===== config.mk =====
export PLATFORM = sky130hd
export DESIGN_NAME = serialize_queue
export DESIGN_NICKNAME = d
export VERILOG_FILES = /design/src/rtl/serialize_pkg.sv /design/src/rtl/serialize_oreg.sv /design/src/rtl/serialize_queue.sv
export SDC_FILE = /design/constraint.sdc
export NUM_CORES = 1
export LEC_CHECK = 0
export ABC_AREA = 1
export CAP_MARGIN = 20
export CORE_MARGIN = 5
export CORE_UTILIZATION = 34
export CTS_CLUSTER_DIAMETER = 60
export DETAILED_ROUTE_END_ITERATION = 12
export GPL_TIMING_DRIVEN = 1
export PLACE_DENSITY_LB_ADDON = 0.15
export RECOVER_POWER = 50
export SETUP_SLACK_MARGIN = 0.1
export SKIP_CTS_REPAIR_TIMING = 1
export SYNTH_ARGS = -nofsm -noshare
export SYNTH_HDL_FRONTEND = slang
export SYNTH_SLANG_ARGS = --single-unit

===== constraint.sdc =====
create_clock -name clk -period 2.6 [get_ports clk]
set_clock_uncertainty 0.2 [all_clocks]
set_input_delay 0.52 -clock clk [delete_from_list [all_inputs] [get_ports clk]]
set_output_delay 0.52 -clock clk [all_outputs]
set_load 0.05 [all_outputs]

===== src/rtl/serialize_pkg.sv =====
// Shared helpers for the serialize_queue slice: element selection out of a packed wide word.
package serialize_pkg;

  localparam int unsigned MAX_WORD_BITS = 1024;
  localparam int unsigned MAX_ELEM_BITS = 64;

  typedef logic [MAX_WORD_BITS-1:0] word_t;
  typedef logic [MAX_ELEM_BITS-1:0] elem_t;

  // Caller zero-extends its word into word_t and truncates the result to its element width.
  function automatic elem_t elem_sel(input word_t data, input int unsigned idx,
                                     input int unsigned w_data);
    return elem_t'(data >> (idx * w_data));
  endfunction

endpackage


===== src/rtl/serialize_oreg.sv =====
// One-entry pipeline register with ready/valid; breaks the combinational path on dout.valid.
module serialize_oreg #(
  parameter int W = 17
) (
  input  logic         clk,
  input  logic         rst,
  input  logic         in_valid,
  input  logic [W-1:0] in_data,
  input  logic         out_ready,
  output logic         load_en,
  output logic         load,
  output logic         out_valid,
  output logic [W-1:0] out_data
);

  logic         ovalid_q, ovalid_d;
  logic [W-1:0] odata_q, odata_d;

  always_comb begin
    load_en  = ~ovalid_q | out_ready;
    load     = in_valid & load_en;
    ovalid_d = ovalid_q;
    odata_d  = odata_q;
    if (load) begin
      ovalid_d = 1'b1;
      odata_d  = in_data;
    end else if (out_ready) begin
      ovalid_d = 1'b0;
    end
  end

  always_ff @(posedge clk) begin
    if (rst) ovalid_q <= 1'b0;
    else     ovalid_q <= ovalid_d;
  end

  // Data needs no reset: it is only observed while ovalid_q is set.
  always_ff @(posedge clk) begin
    odata_q <= odata_d;
  end

  assign out_valid = ovalid_q;
  assign out_data  = odata_q;

endmodule


===== src/rtl/serialize_queue.sv =====
// Serializes one wide word of up to NUM packed elements into Queue beats {eot, elem}, element 0 first.
module serialize_queue
  import serialize_pkg::*;
#(
  parameter int  W_DATA  = 16,
  parameter int  NUM     = 4,
  parameter bit  REG_OUT = 1'b1,
  localparam int W_LEN   = $clog2(NUM)
) (
  input  logic                          clk,
  input  logic                          rst,
  input  logic [W_LEN+NUM*W_DATA-1:0]   din_data,
  input  logic                          din_valid,
  output logic                          din_ready,
  output logic [W_DATA:0]               dout_data,
  output logic                          dout_valid,
  input  logic                          dout_ready
);

  typedef struct packed {
    logic              eot;
    logic [W_DATA-1:0] data;
  } beat_t;

  localparam logic [W_LEN-1:0] LEN_MAX = W_LEN'(NUM - 1);

  logic [W_LEN-1:0] len, len_eff;
  logic [W_LEN-1:0] idx_q, idx_d;
  logic             last;
  logic             adv;
  beat_t            beat;

  assign len = din_data[W_LEN+NUM*W_DATA-1 -: W_LEN];

  // Out-of-range lengths (only possible when NUM is not a power of two) end at the last element.
  always_comb begin
    len_eff   = (int'(len) > NUM - 1) ? LEN_MAX : len;
    last      = (idx_q == len_eff);
    beat.eot  = last;
    beat.data = W_DATA'(elem_sel(word_t'(din_data[NUM*W_DATA-1:0]), 32'(idx_q), W_DATA));
    idx_d     = idx_q;
    if (adv) idx_d = last ? '0 : idx_q + 1'b1;
  end

  always_ff @(posedge clk) begin
    if (rst) idx_q <= '0;
    else     idx_q <= idx_d;
  end

  generate
    if (REG_OUT) begin : g_reg_out
      logic load, load_en;

      serialize_oreg #(.W(W_DATA + 1)) u_oreg (
        .clk       (clk),
        .rst       (rst),
        .in_valid  (din_valid),
        .in_data   (beat),
        .out_ready (dout_ready),
        .load_en   (load_en),
        .load      (load),
        .out_valid (dout_valid),
        .out_data  (dout_data)
      );

      assign adv       = load;
      assign din_ready = load_en & last;
    end else begin : g_comb_out
      assign dout_valid = din_valid;
      assign dout_data  = beat;
      assign adv        = din_valid & dout_ready;
      // The word is released only together with its final beat.
      assign din_ready  = dout_ready & last;
    end
  endgenerate

endmodule


* Yosys cells after proc, flatten, opt, wreduce, memory -nomap -nowiden
Cells that the tools add are included.
Cells by class: $add $sub $neg 1, reductions and logical operators 1, multiplexer cells 3, bitwise operators 4, eq/ne operators 1, shifts and indexed selects 1
Operators with widths (number):
- $shr A64 B6 Y16 | 1
- $add A2 B1 Y2 const B | 1
- $and A1 B1 Y1 | 2
- $eq A2 B2 Y1 | 1
- $mux W1 | 2
- $mux W2 | 1
- $reduce_bool A2 Y1 | 1
- $not A1 Y1 | 1
- $or A1 B1 Y1 | 1
Storage, ports and cells: word-level logic and storage cells 14, input port bits 70, register bits 20, output and inout bits 19

* Longest topological paths before layout
Gate-level depths: netlist of run 1.
depth after elaboration 4, depth in mapped cells 7, mapped depth without buffers 6

* By module
From an unflattened synthesis of run 1, not the netlist that was laid out.
Unflattened totals: cell total of the unflattened synthesis 156, area, all modules 1224.9 um^2
Modules (own cells, without submodules):
- serialize_queue | times used 1, sequential area each 40.0 um^2, cells an instance 133, area each 666.9 um^2
- serialize_oreg | times used 1, sequential area each 530.5 um^2, cells an instance 23, area each 558.0 um^2

* Worst setup path before layout of run 1
Ideal clock, no wire load.
path kind in2out, start input port din_data[64], end output port din_ready, data arrival time 1498 ps, data required time 1880 ps, path slack 382 ps, stages on the path 5, buffers on the path 0, cells stage by stage inv_1 > nand2_2 > nand2_1 > nand2_1 > a21oi_1
On the way: word-level cells in the longest chain between the ends 2
Ends and longest elaborated chain:
- start, declared | RTL line serialize_queue.sv:12 | input logic [W_LEN+NUM*W_DATA-1:0] din_data,
- $eq A2 B2 Y1 | RTL line serialize_queue.sv:38 | last = (idx_q == len_eff);
- $and A1 B1 Y1 | RTL line serialize_queue.sv:67 | assign din_ready = load_en & last;
- end, declared | RTL line serialize_queue.sv:14 | output logic din_ready,
Every way passes these cells.

* Worst setup path in the final report of run 1
start input port din_valid, end register idx_q[1]
On the way: word-level cells in the longest chain between the ends 1
Ends and longest elaborated chain:
- start, declared | RTL line serialize_queue.sv:13 | input logic din_valid,
- $and A1 B1 Y1 | RTL line serialize_oreg.sv:21 | load = in_valid & load_en;
- via adv | RTL line serialize_queue.sv:30 | logic adv;
- end signal, assigned | RTL line serialize_queue.sv:47 | else idx_q <= idx_d;
- end, declared | RTL line serialize_queue.sv:28 | logic [W_LEN-1:0] idx_q, idx_d;
The timed path passes the listed nets, and every way through them passes these cells. A chain may end at the register's enable or synchronous reset.

==> results of run 1 <==
-- logic make-up after synthesis --
kind of cell / Yosys count
compound gates: 51
buf+inv: 18
simple gates: 51
flops: 20
-- placed cells by master (no fill, tap or decap), types with 6 or more instances in the layout --
master / Yosys / layout
clkdlybuf4s50_1: 0 / 86
o22ai_1: 16 / 16
edfxtp_1: 17 / 17
o21ai_0: 17 / 18
o21ai_1: 15 / 14
inv_1: 6 / 6
nor2_1: 34 / 34
nand2_1: 12 / 12
-- tightest hold or removal path, delay by kind of cell (launching register included) --
| family | cells | cell delay [ns] |
|---|---|---|
| flops | 1 | 0.35 |
| compound gates | 1 | 0.08 |
| simple gates | 1 | 0.13 |
-- worst max path at each step --
stage	from	slack, ns	end	cells after the start
finish	din_valid	0.24	idx_q[1]	7
global route	idx_q[0]	0.09	g_reg_out.u_oreg.out_data[5]	3
CTS	idx_q[0]	0.24	din_ready	6
detailed placement	din_data[64]	0.26	din_ready	6
global placement	din_data[64]	0.27	din_ready	6
floorplan	din_data[64]	0.38	din_ready	5
-- through the flow --
| stage | area (sq um) | hold WS [ns] | setup WS [ns] |
|---|---|---|---|
| after floorplan | 1190 | 0.389 | 0.382 |
| after global placement | 2060 | 0.379 | 0.274 |
| after detailed placement | 2060 | 0.382 | 0.257 |
| after CTS | 2090 | 0.399 | 0.242 |
| after global routing | 2080 | 0.441 | 0.0885 |
| final | 2080 | 0.390 | 0.242 |
-- final cells by class --
type | instances | area [sq um]
Inverter | 8 | 40.0
Clock buffer | 4 | 26.3
Sequential cell | 20 | 571
Multi-Input combinational cell | 102 | 477
Fill cell | 324 | 1290
Timing Repair Buffer | 91 | 906
Tap cell | 46 | 57.6
-- where the power goes --
group / internal, mW / switching [mW] / total, mW
clock: 0.0598 / 0.0990 / 0.159
sequential: 0.391 / 0.0165 / 0.407
combinational: 0.180 / 0.213 / 0.392
-- registers in the layout, summed over array words and instances, names as in the netlist --
register                    cells
g_reg_out.u_oreg.out_valid      1
idx_q                           2
g_reg_out.u_oreg.out_data      17
-- layer usage --
metal  up-vias  GRT usage, %  wire length, um
met5         -             0                0
met4         0          6.72               68
met3         6          3.63              290
met2        66          30.9             2140
met1       605          19.6             1520
li1        666             -                -
==> results.cfg, run 1 <==
[worst_setup_path]
critPathKind = input port to flop
critPathBufInv = 3
reg2reg_to = g_reg_out.u_oreg.out_data[8]
arrival_ns = 2.37
cp.required_ns = 2.61
reg2reg_depth = 3
slowest_delay_ns = 0.78
cp_slowest_cell = clkbuf_1
end_kind = flop
critical-path-top-delay-family = buffers and inverters
r2r_start = idx_q[0]
cp-start-kind = input port
cp_cell_sequence = clkdlybuf4s50_1, inv_1, a21oi_1, clkbuf_1, nand3_1, nand2_1, nor2_1
r2r_slack_ns = 0.35
path_max_fanout = 18

[finish]
final_core_util_pct = 61.8
fin_cells = 271
drive_gt1_share_pct = 4.00
diodes = 0
nets = 296
area_growth_pct = 74.7

[run]
max_cap_violations = 0

[sta]
worst_pin_slew_ns = 1.04
setup_viol = 0
period_share_pct = 90.7
rsz0062_at_grt = no
slew_violations = 0
finalSetupTns_ns = 0
fmax_mhz = 424
layout_min_cycle_time_ns = 2.36
slew_headroom_pct = 30.7
hold_violations = 0

[floorplan]
std_cell_rows = 21
start_util_pct = 35.3
ios = 89
core_sq_mm = 0.00336
die-area_sq_mm = 0.00478
die_y_um = 69.1
die_width_um = 69.1

[drt]
drtIter0Drc = 43
vias = 1343
wire_per_inst_um = 14.8
wl_mm = 4.02
vias_per_cell = 4.96
ant_nets = 0
drcViolationCount = 0
drtPass1Iterations = 4

[synth]
synth-xor-area-share_pct = 0
synthAdderAreaFrac_pct = 0
synth-simple-area-share_pct = 16.9
synthCells = 140
synthTopCellsByCount = nor2_1, edfxtp_1, o21ai_0
synth_top_family_by_area = compound AO/OA/AOI/OAI gates
syn-num-nets = 210
yosys_warnings = 0
ys_seq_area_share_pct = 48.0
synthTopCellsByArea = edfxtp_1, nor2_1, o22ai_1
synth_flop_cell = edfxtp_1
synth_most_common_cell = nor2_1
syn_area_sq_mm = 0.00119
synth_edf_count = 17
async_reset_ff_share_pct = 0
synth_compound_area_share_pct = 23.2
synth_mux_area_share_pct = 0
synth_top_cell_by_area = edfxtp_1
synth.distinct_cells = 16
ys_ff_latch = 20
synth.top_cell.area_share_pct = 42.9
syn_area_per_cell_sq_um = 8.49

[grt]
grt_pass1_vias = 1387
grt.overflow.total = 0
grt_max_degree = 35
grt_pass1_wl_mm = 6.73
antenna_found_initial = 0
grtUsageTotal_pct = 17.2

[cts]
cts_max_path_buffers = 2
clock-sinks = 20
cts_root_buf = clkbuf_4
clkTransAtPathRegs_ns = 0.11
cts_buffers = 3
insertion_delay_ns = 0.30
cts_tree = yes
ctsHtreeMaxLevel = 1

[outcome]
status = complete, no violations

[min_path]
hp-start = g_reg_out.u_oreg.out_valid
min_delay_worst_endpoint = g_reg_out.u_oreg.out_valid
hold_depth = 2
worstHoldPathType = flop to flop

[power]
power.total_mw = 0.958
p_per_area_mw_per_mm2 = 461
leakage_nw = 0.784
ir_drop_v = 0.000198

[placed_design]
hpwl_mm = 3.12
dpl.cell_count = 267
port-buffer-count = 88
place.gp.congestion = 0.811
Power figures use the tool's default switching activity.
==> run 2, diff against run 1 <==
- clock period: 2.6 -> 2.4 ns (I/O delays scaled with it)
==> run 2 against run 1 <==
Net effect:
- non-clock buffer count grew 1
- clock-buffer cell count is the same
- sequential share of layout area shrank 0.24 points
- critical path depth shrank 6
- global-route usage shrank 0.59 points
- combinational power grew 9.9%
- largest cell class unchanged
- highest routed layer unchanged
==> results.cfg, run 2 (synthesis results as in run 1) <==
[drt]
drcViolationCount = 0
vias_per_cell = 5.01
drtIter0Drc = 26
drtPass1Iterations = 4
ant_nets = 0
vias = 1363
wire_per_inst_um = 15.1
wl_mm = 4.10

[cts]
cts_root_buf = clkbuf_4
insertion_delay_ns = 0.30
cts_max_path_buffers = 2
ctsHtreeMaxLevel = 1
clock-sinks = 20
clkTransAtPathRegs_ns = 0.12
cts_tree = yes
cts_buffers = 3

[sta]
layout_min_cycle_time_ns = 2.23
slew_headroom_pct = 36.0
slew_violations = 0
setup_viol = 0
fmax_mhz = 449
rsz0062_at_grt = no
hold_violations = 0
finalSetupTns_ns = 0
whs_ns = 0.405
worst_pin_slew_ns = 0.961
period_share_pct = 92.8

[worst_setup_path]
cp_slowest_cell = clkdlybuf4s50_1
cp.required_ns = 1.72
slowest_delay_ns = 0.83
critPathBufInv = 1
critPathKind = flop to output port
critical-path-top-delay-family = buffers and inverters
arrival_ns = 1.55
path_max_fanout = 4
end_kind = output port
cp_cell_sequence = clkdlybuf4s50_1
cp-start-kind = flop

[grt]
grt_pass1_vias = 1419
grt_pass1_wl_mm = 6.54
grt_max_degree = 35
grtUsageTotal_pct = 16.6
antenna_found_initial = 0
grt.overflow.total = 0

[finish]
regArea_sq_um = 572
nets = 297
area_growth_pct = 76.6
multi_input_area_sq_um = 480
diodes = 0
fin_cells = 272
drive_gt1_share_pct = 5.75
fill_cells = 327
stdcell_area_sq_mm = 0.00210
layout_common_cells = clkdlybuf4s50_1, nor2_1, o21ai_0, edfxtp_1, o22ai_1
largest_reg_flops = 17
final_common_cell = clkdlybuf4s50_1

[power]
seq_power_share_pct = 41.0
p_clk_share_pct = 18.7
p_int_mw = 0.712
power_frac_comb_pct = 40.3
p_per_area_mw_per_mm2 = 510
swShare_pct = 33.5
power_switching_mw = 0.358
ir_drop_v = 0.000223
leakage_nw = 0.795

[placed_design]
dpl.cell_count = 268
hpwl_mm = 3.12
place.gp.congestion = 0.818
postPlaceCellArea_sq_mm = 0.00207
port-buffer-count = 88

[floorplan]
die-area_sq_mm = 0.00478
core_sq_mm = 0.00336
std_cell_rows = 21
start_util_pct = 35.3
ios = 89
die_width_um = 69.1
die_y_um = 69.1

[outcome]
status = complete, no violations

[min_path]
worstHoldPathType = flop to flop

[run]
max_cap_violations = 0
run 2: worst reg2reg max path, delay by kind of cell, from the launching register on:
family	cells	cell delay (ns)
AO/OA/AOI/OAI	2	0.44
flip-flops	1	0.50
buffers and inverters	1	0.76
run 2: metrics by stage:
| step | power [mW] | utilization (%) | setup slack (ns) |
|---|---|---|---|
| 2_1_floorplan | 0.693 | - | 0.262 |
| 3_3_place_gp | 0.873 | 61.5 | 0.165 |
| 3_5_place_dp | 0.884 | 61.5 | 0.122 |
| 4_1_cts | 1.09 | 62.6 | 0.122 |
| 5_1_grt | 1.12 | 62.4 | 0.0846 |
| 6_report | 1.07 | 62.4 | 0.173 |
run 2: final timing paths:
path	from	endpoint	slack, ns	cells past startpoint
worst max-delay path	g_reg_out.u_oreg.out_valid	dout_valid	0.17	1
worst min-delay path	g_reg_out.u_oreg.out_valid	g_reg_out.u_oreg.out_valid	0.41	2
worst max register to register	idx_q[0]	g_reg_out.u_oreg.out_data[0]	0.35	3
worst min register to register	g_reg_out.u_oreg.out_valid	g_reg_out.u_oreg.out_valid	0.41	2
run 2: final cells by class:
cell class	count	area share (%)
clock buffers	4	1.73
inverters	8	2.03
multi-input cells	102	22.9
flip-flops and latches	20	27.2
well taps	46	2.74
repair buffers	92	43.4
run 2: power by group through the flow:
stage	Clock, mW	Combinational (mW)	Sequential (mW)
global route	0.222	0.460	0.442
detailed placement	0	0.436	0.447
global placement	0	0.428	0.446
finish	0.200	0.431	0.439
CTS	0.208	0.438	0.439
floorplan	0	0.143	0.550
run 2: per-layer routing:
metal	share of wire [%]	up-vias	track usage [%]
li1	-	667	-
met1	40	631	18.2
met2	53	59	30.3
met3	5.3	6	3.20
met4	1.7	0	7.81
met5	0	-	0
==> edit 1, RTL diff (config.mk and constraints of run 2) <==
Set the parameter `REG_OUT` to 1'b0 (it was 1'b1).
--- a/src/rtl/serialize_queue.sv
+++ b/src/rtl/serialize_queue.sv
@@ -6,3 +6,3 @@
   parameter int  NUM     = 4,
-  parameter bit  REG_OUT = 1'b1,
+  parameter bit  REG_OUT = 1'b0,
   localparam int W_LEN   = $clog2(NUM)
Function: changed (a bounded check fails within 4 cycles, from zero or initial values and one cycle with rst high).
==> edit 1 against run 2 <==
Cell area shrank 21%; power shrank 43%; non-clock buffer count shrank 1; die area shrank 38%; hold slack gained 170 ps; worst setup slack lost 44 ps; routed wire length shrank 13%; sequential cell count shrank 18; clock power shrank 62%; area after synthesis shrank 43%; global-route usage grew 7.3 points; via count shrank 12%; cell count shrank 16%; critical endpoint is now dout_data[13]; largest power group is now combinational cells; highest routed layer unchanged.
==> edit 1: results (changes against run 2) <==
[synth]
ys_seq_area_frac = 0.0594  ; -0.421
ys_types = 15  ; -1
ys_warn_count = 0  ; unchanged
synth_ff_type = dfxtp_1
netlist.area_leader.share = 0.195  ; -0.235
synthTopCellsByArea = nor2_1 (19%), o22ai_1 (15%), o21ai_0 (14%)
syn_nets = 190  ; -9.5%
synthArstFlopShare = 0  ; unchanged
syn_inst = 120  ; -14%
synthTopCellsByCount = nor2_1 (35), o21ai_0 (19), o22ai_1 (16)

[clock_network]
clock_latency_ps = 230  ; -70 ps
path_clk_slew_ps = 30  ; -90 ps
numCtsBuffers = 3  ; unchanged
cts_buffer_depth = 2  ; unchanged
cts_root_buffer = clkbuf_4

[placed_design]
hpwl_mm = 2.98  ; -4.7%
dp.cells = 226  ; -16%
routabilityCongestion = 0.799  ; -2.4%

[global_routing]
grt_first_pass_wirelength_mm = 5.21  ; -20%
antenna_found_initial = 0  ; unchanged
grt_max_degree = 37  ; +5.7%
grt_pass1_vias = 1193  ; -16%
grt_usage = 0.238  ; +0.0728

[sta]
whs_ps = 572  ; +167 ps
setup_viol = 0  ; unchanged
tightest_slew_ps = 595  ; -365 ps
relSlewSlack = 0.605  ; +0.245

[setup_path]
r2r_start = idx_q[1]
worstReg2RegEnd = idx_q[1]
reg2reg_slack_ps = 1030  ; +680 ps
crit_arrival_ps = 1590  ; +40 ps
worstPathMaxFanout = 1  ; -3
r2r_cells = 6  ; +3

[hold_path]
worstHoldEndpoint = idx_q[1]
hold_start = idx_q[1]
hold_depth = 3  ; +1

[drt]
viasPerCell = 5.23  ; +4.4%
drtPass1Iterations = 4  ; unchanged
wl_per_cell_um = 15.6  ; +3.4%
routed_wirelength_mm = 3.57  ; -13%
drtIter0Drc = 14  ; -46%

[finish]
final_nets = 274  ; -7.7%
layout-drive-gt1-share = 0.153  ; +0.0959

[power]
ir_worst_vdd_mv = 0.285  ; +28%
p_leak_nw = 0.700  ; -12%

[run_status]
status = complete, no violations

[edit 1: layer usage]
layer | track usage | wire length (um) | vias up
met2 | 0.462 | 1810 | 77
met3 | 0.0954 | 472 | 10
met5 | 0 | 0 | -
met1 | 0.218 | 1220 | 534
met4 | 0.0913 | 75 | 0
li1 | - | - | 577
[edit 1: through the flow]
step                cell area (um^2)  setup WS, ps  power [mW]
floorplan                        674           278       0.274
detailed placement              1700           159       0.562
global route                    1660          82.8       0.640
CTS                             1720           185       0.641
finish                          1660           129       0.612
global placement                1700           219       0.548
[edit 1: worst max-delay path, cell delays in order]
cell	delay [ps]
clkdlybuf4s50_1	490
nor2_1	60
o22ai_1	170
clkdlybuf4s15_2	400
[edit 1: worst max-delay path by stage]
stage | start | endpoint | slack (ps)
floorplan | idx_q[1] | dout_data[10] | 280
global placement | din_data[64] | din_ready | 220
detailed placement | din_data[65] | din_ready | 160
CTS | din_data[65] | din_ready | 180
global route | din_data[45] | dout_data[13] | 80
finish | din_data[61] | dout_data[13] | 130
[edit 1: cell families after synthesis]
kind of cell	share of synthesized area
and+or+nand+nor	0.310
AOI/OAI and AO/OA	0.399
DFF	0.0594
buffers and inverters	0.232
[edit 1: layout make-up]
cell class	instances	area, um^2
timing repair buffer	91	1050
multi-input combinational	98	475
fill	112	259
sequential	2	40.0
inverter	8	40.0
tap	27	33.8
clock buffer	3	22.5
[edit 1: report_power, final]
group,total [mW],switching [mW],internal [mW]
Combinational,0.498,0.249,0.249
Sequential,0.0380,0.00261,0.0354
Clock,0.0764,0.0211,0.0553
==> edit 2, RTL diff (flow settings as in run 2) <==
Made on the original files. Make the reset (`rst`) asynchronous in 2 clocked blocks.
--- a/src/rtl/serialize_oreg.sv
+++ b/src/rtl/serialize_oreg.sv
@@ -31,3 +31,3 @@
 
-  always_ff @(posedge clk) begin
+  always_ff @(posedge clk or posedge rst) begin
     if (rst) ovalid_q <= 1'b0;
--- a/src/rtl/serialize_queue.sv
+++ b/src/rtl/serialize_queue.sv
@@ -44,3 +44,3 @@
 
-  always_ff @(posedge clk) begin
+  always_ff @(posedge clk or posedge rst) begin
     if (rst) idx_q <= '0;
Formal check against the unedited RTL: differs if rst is asserted again (counterexample within 4 cycles, from zero or initial values and one cycle with rst high); with rst held inactive, the same outputs for 10 cycles.
==> edit 2 against run 2 <==
Area after synthesis is 0.11% higher; sequential cell count stayed put; via count is 0.95% lower; routed wire length is 6.1% higher; cell area is 0.18% higher; cell count is 0.74% lower; worst setup slack better by 47 ps; fmax is 2.1% higher; hold slack worse by 130 ps.
Power is not compared: it rests on default switching activity, and its combinational part moved more than twofold at a synthesized area within 25%.
==> edit 2: results (changes against run 2) <==
[power]
pg_clk_uw = 197
internal-power_mw = 1.02

[finish]
final_nets = 295  ; -0.67%
fill_cells = 311  ; -4.9%
layout-drive-gt1-share = 0.0670  ; +0.00944
n_antenna_cell = 0  ; unchanged

[synth]
ys_seq_area_frac = 0.492  ; +0.0121
synth-compound-area-share = 0.223  ; -0.00866
synthTopCellsByCount = nor2_1 (35), edfxtp_1 (17), o21ai_1 (17)
synthArstFlopShare = 0.150  ; +0.150
synth.mux.area_fraction = 0  ; unchanged
synth_xor_area_frac = 0.00736  ; +0.00736
synthTopCellsByArea = edfxtp_1 (43%), nor2_1 (11%), o22ai_1 (8.4%)
ys_types = 17  ; +1
syn_nets = 207  ; -1.4%

[global_routing]
grt-ovfl-total = 0  ; unchanged
grt_first_pass_wirelength_mm = 6.84  ; +4.6%
grt_pass1_vias = 1423  ; +0.28%
grt_max_degree = 35  ; unchanged
grt_usage = 0.177  ; +0.0114

[placed_design]
routabilityCongestion = 0.765  ; -6.5%
post-place-ws_ps = 162  ; +39.9 ps
hpwl_mm = 3.26  ; +4.4%
port_buffers = 88  ; unchanged

[setup_path]
crit_arrival_ps = 1500  ; -50 ps
r2r_cells = 3  ; unchanged
critical_path.max_stage_delay_ps = 490  ; -340 ps
slowest_stage = clkdlybuf4s50_1
worstPathMaxFanout = 4  ; unchanged

[clock_network]
clock_latency_ps = 300  ; about the same
cts_max_level = 1  ; unchanged
path_clk_slew_ps = 110

[run_status]
status = complete, no violations

[drt]
routed_wirelength_mm = 4.36  ; +6.1%
viasPerCell = 5.00  ; -0.22%
drtPass1Iterations = 4  ; unchanged
drtIter0Drc = 45  ; +73%

[sta]
tightest_slew_ps = 649  ; -312 ps

[hold_path]
hp-class = primary input to asynchronous set/reset pin

edit 2: cell count changes after synthesis, moves of 2 or more:
cell	delta
nand2_1	-2
dfxtp_1	-3
o21ai_1	+2
dfrtp_1	+3
a21oi_1	-3
buf_4	-2
edit 2: metal layers:
metal | share of wire | track usage | wire length, um | up-vias
li1 | - | - | - | 653
met1 | 0.38 | 0.190 | 1660 | 629
met2 | 0.55 | 0.332 | 2380 | 64
met3 | 0.058 | 0.0378 | 253 | 4
met4 | 0.013 | 0.0716 | 55 | 0
met5 | 0 | 0 | 0 | -
edit 2: through the flow:
stage | hold slack, ps | instances | util | cell area, um^2
2_1_floorplan | 33.6 | 137 | - | 1190
3_3_place_gp | 340 | 265 | 0.614 | 2060
3_5_place_dp | 344 | 265 | 0.614 | 2060
4_1_cts | 133 | 269 | 0.625 | 2100
5_1_grt | 281 | 270 | 0.625 | 2100
6_report | 279 | 270 | 0.625 | 2100
edit 2: path summary, 6_finish.rpt:
check / end / start / slack [ps]
worst max-delay path: din_ready / din_data[64] / 220
worst min-delay path: g_reg_out.u_oreg.out_valid / rst / 280
worst max register to register: g_reg_out.u_oreg.out_data[4] / idx_q[0] / 310
worst min register to register: g_reg_out.u_oreg.out_valid / g_reg_out.u_oreg.out_valid / 360
max in group asynchronous: idx_q[1] / rst / 1590
min in group clk: g_reg_out.u_oreg.out_valid / g_reg_out.u_oreg.out_valid / 360
edit 2: layout make-up:
| type | instances | area (um^2) | area share |
|---|---|---|---|
| Tap cell | 46 | 57.6 | 0.0274 |
| Timing Repair inverter | 1 | 5.00 | 0.00238 |
| Clock buffer | 4 | 36.3 | 0.0173 |
| Sequential cell | 20 | 586 | 0.278 |
| Multi-Input combinational cell | 98 | 464 | 0.221 |
| Timing Repair Buffer | 92 | 916 | 0.435 |
| Inverter | 9 | 38.8 | 0.0184 |
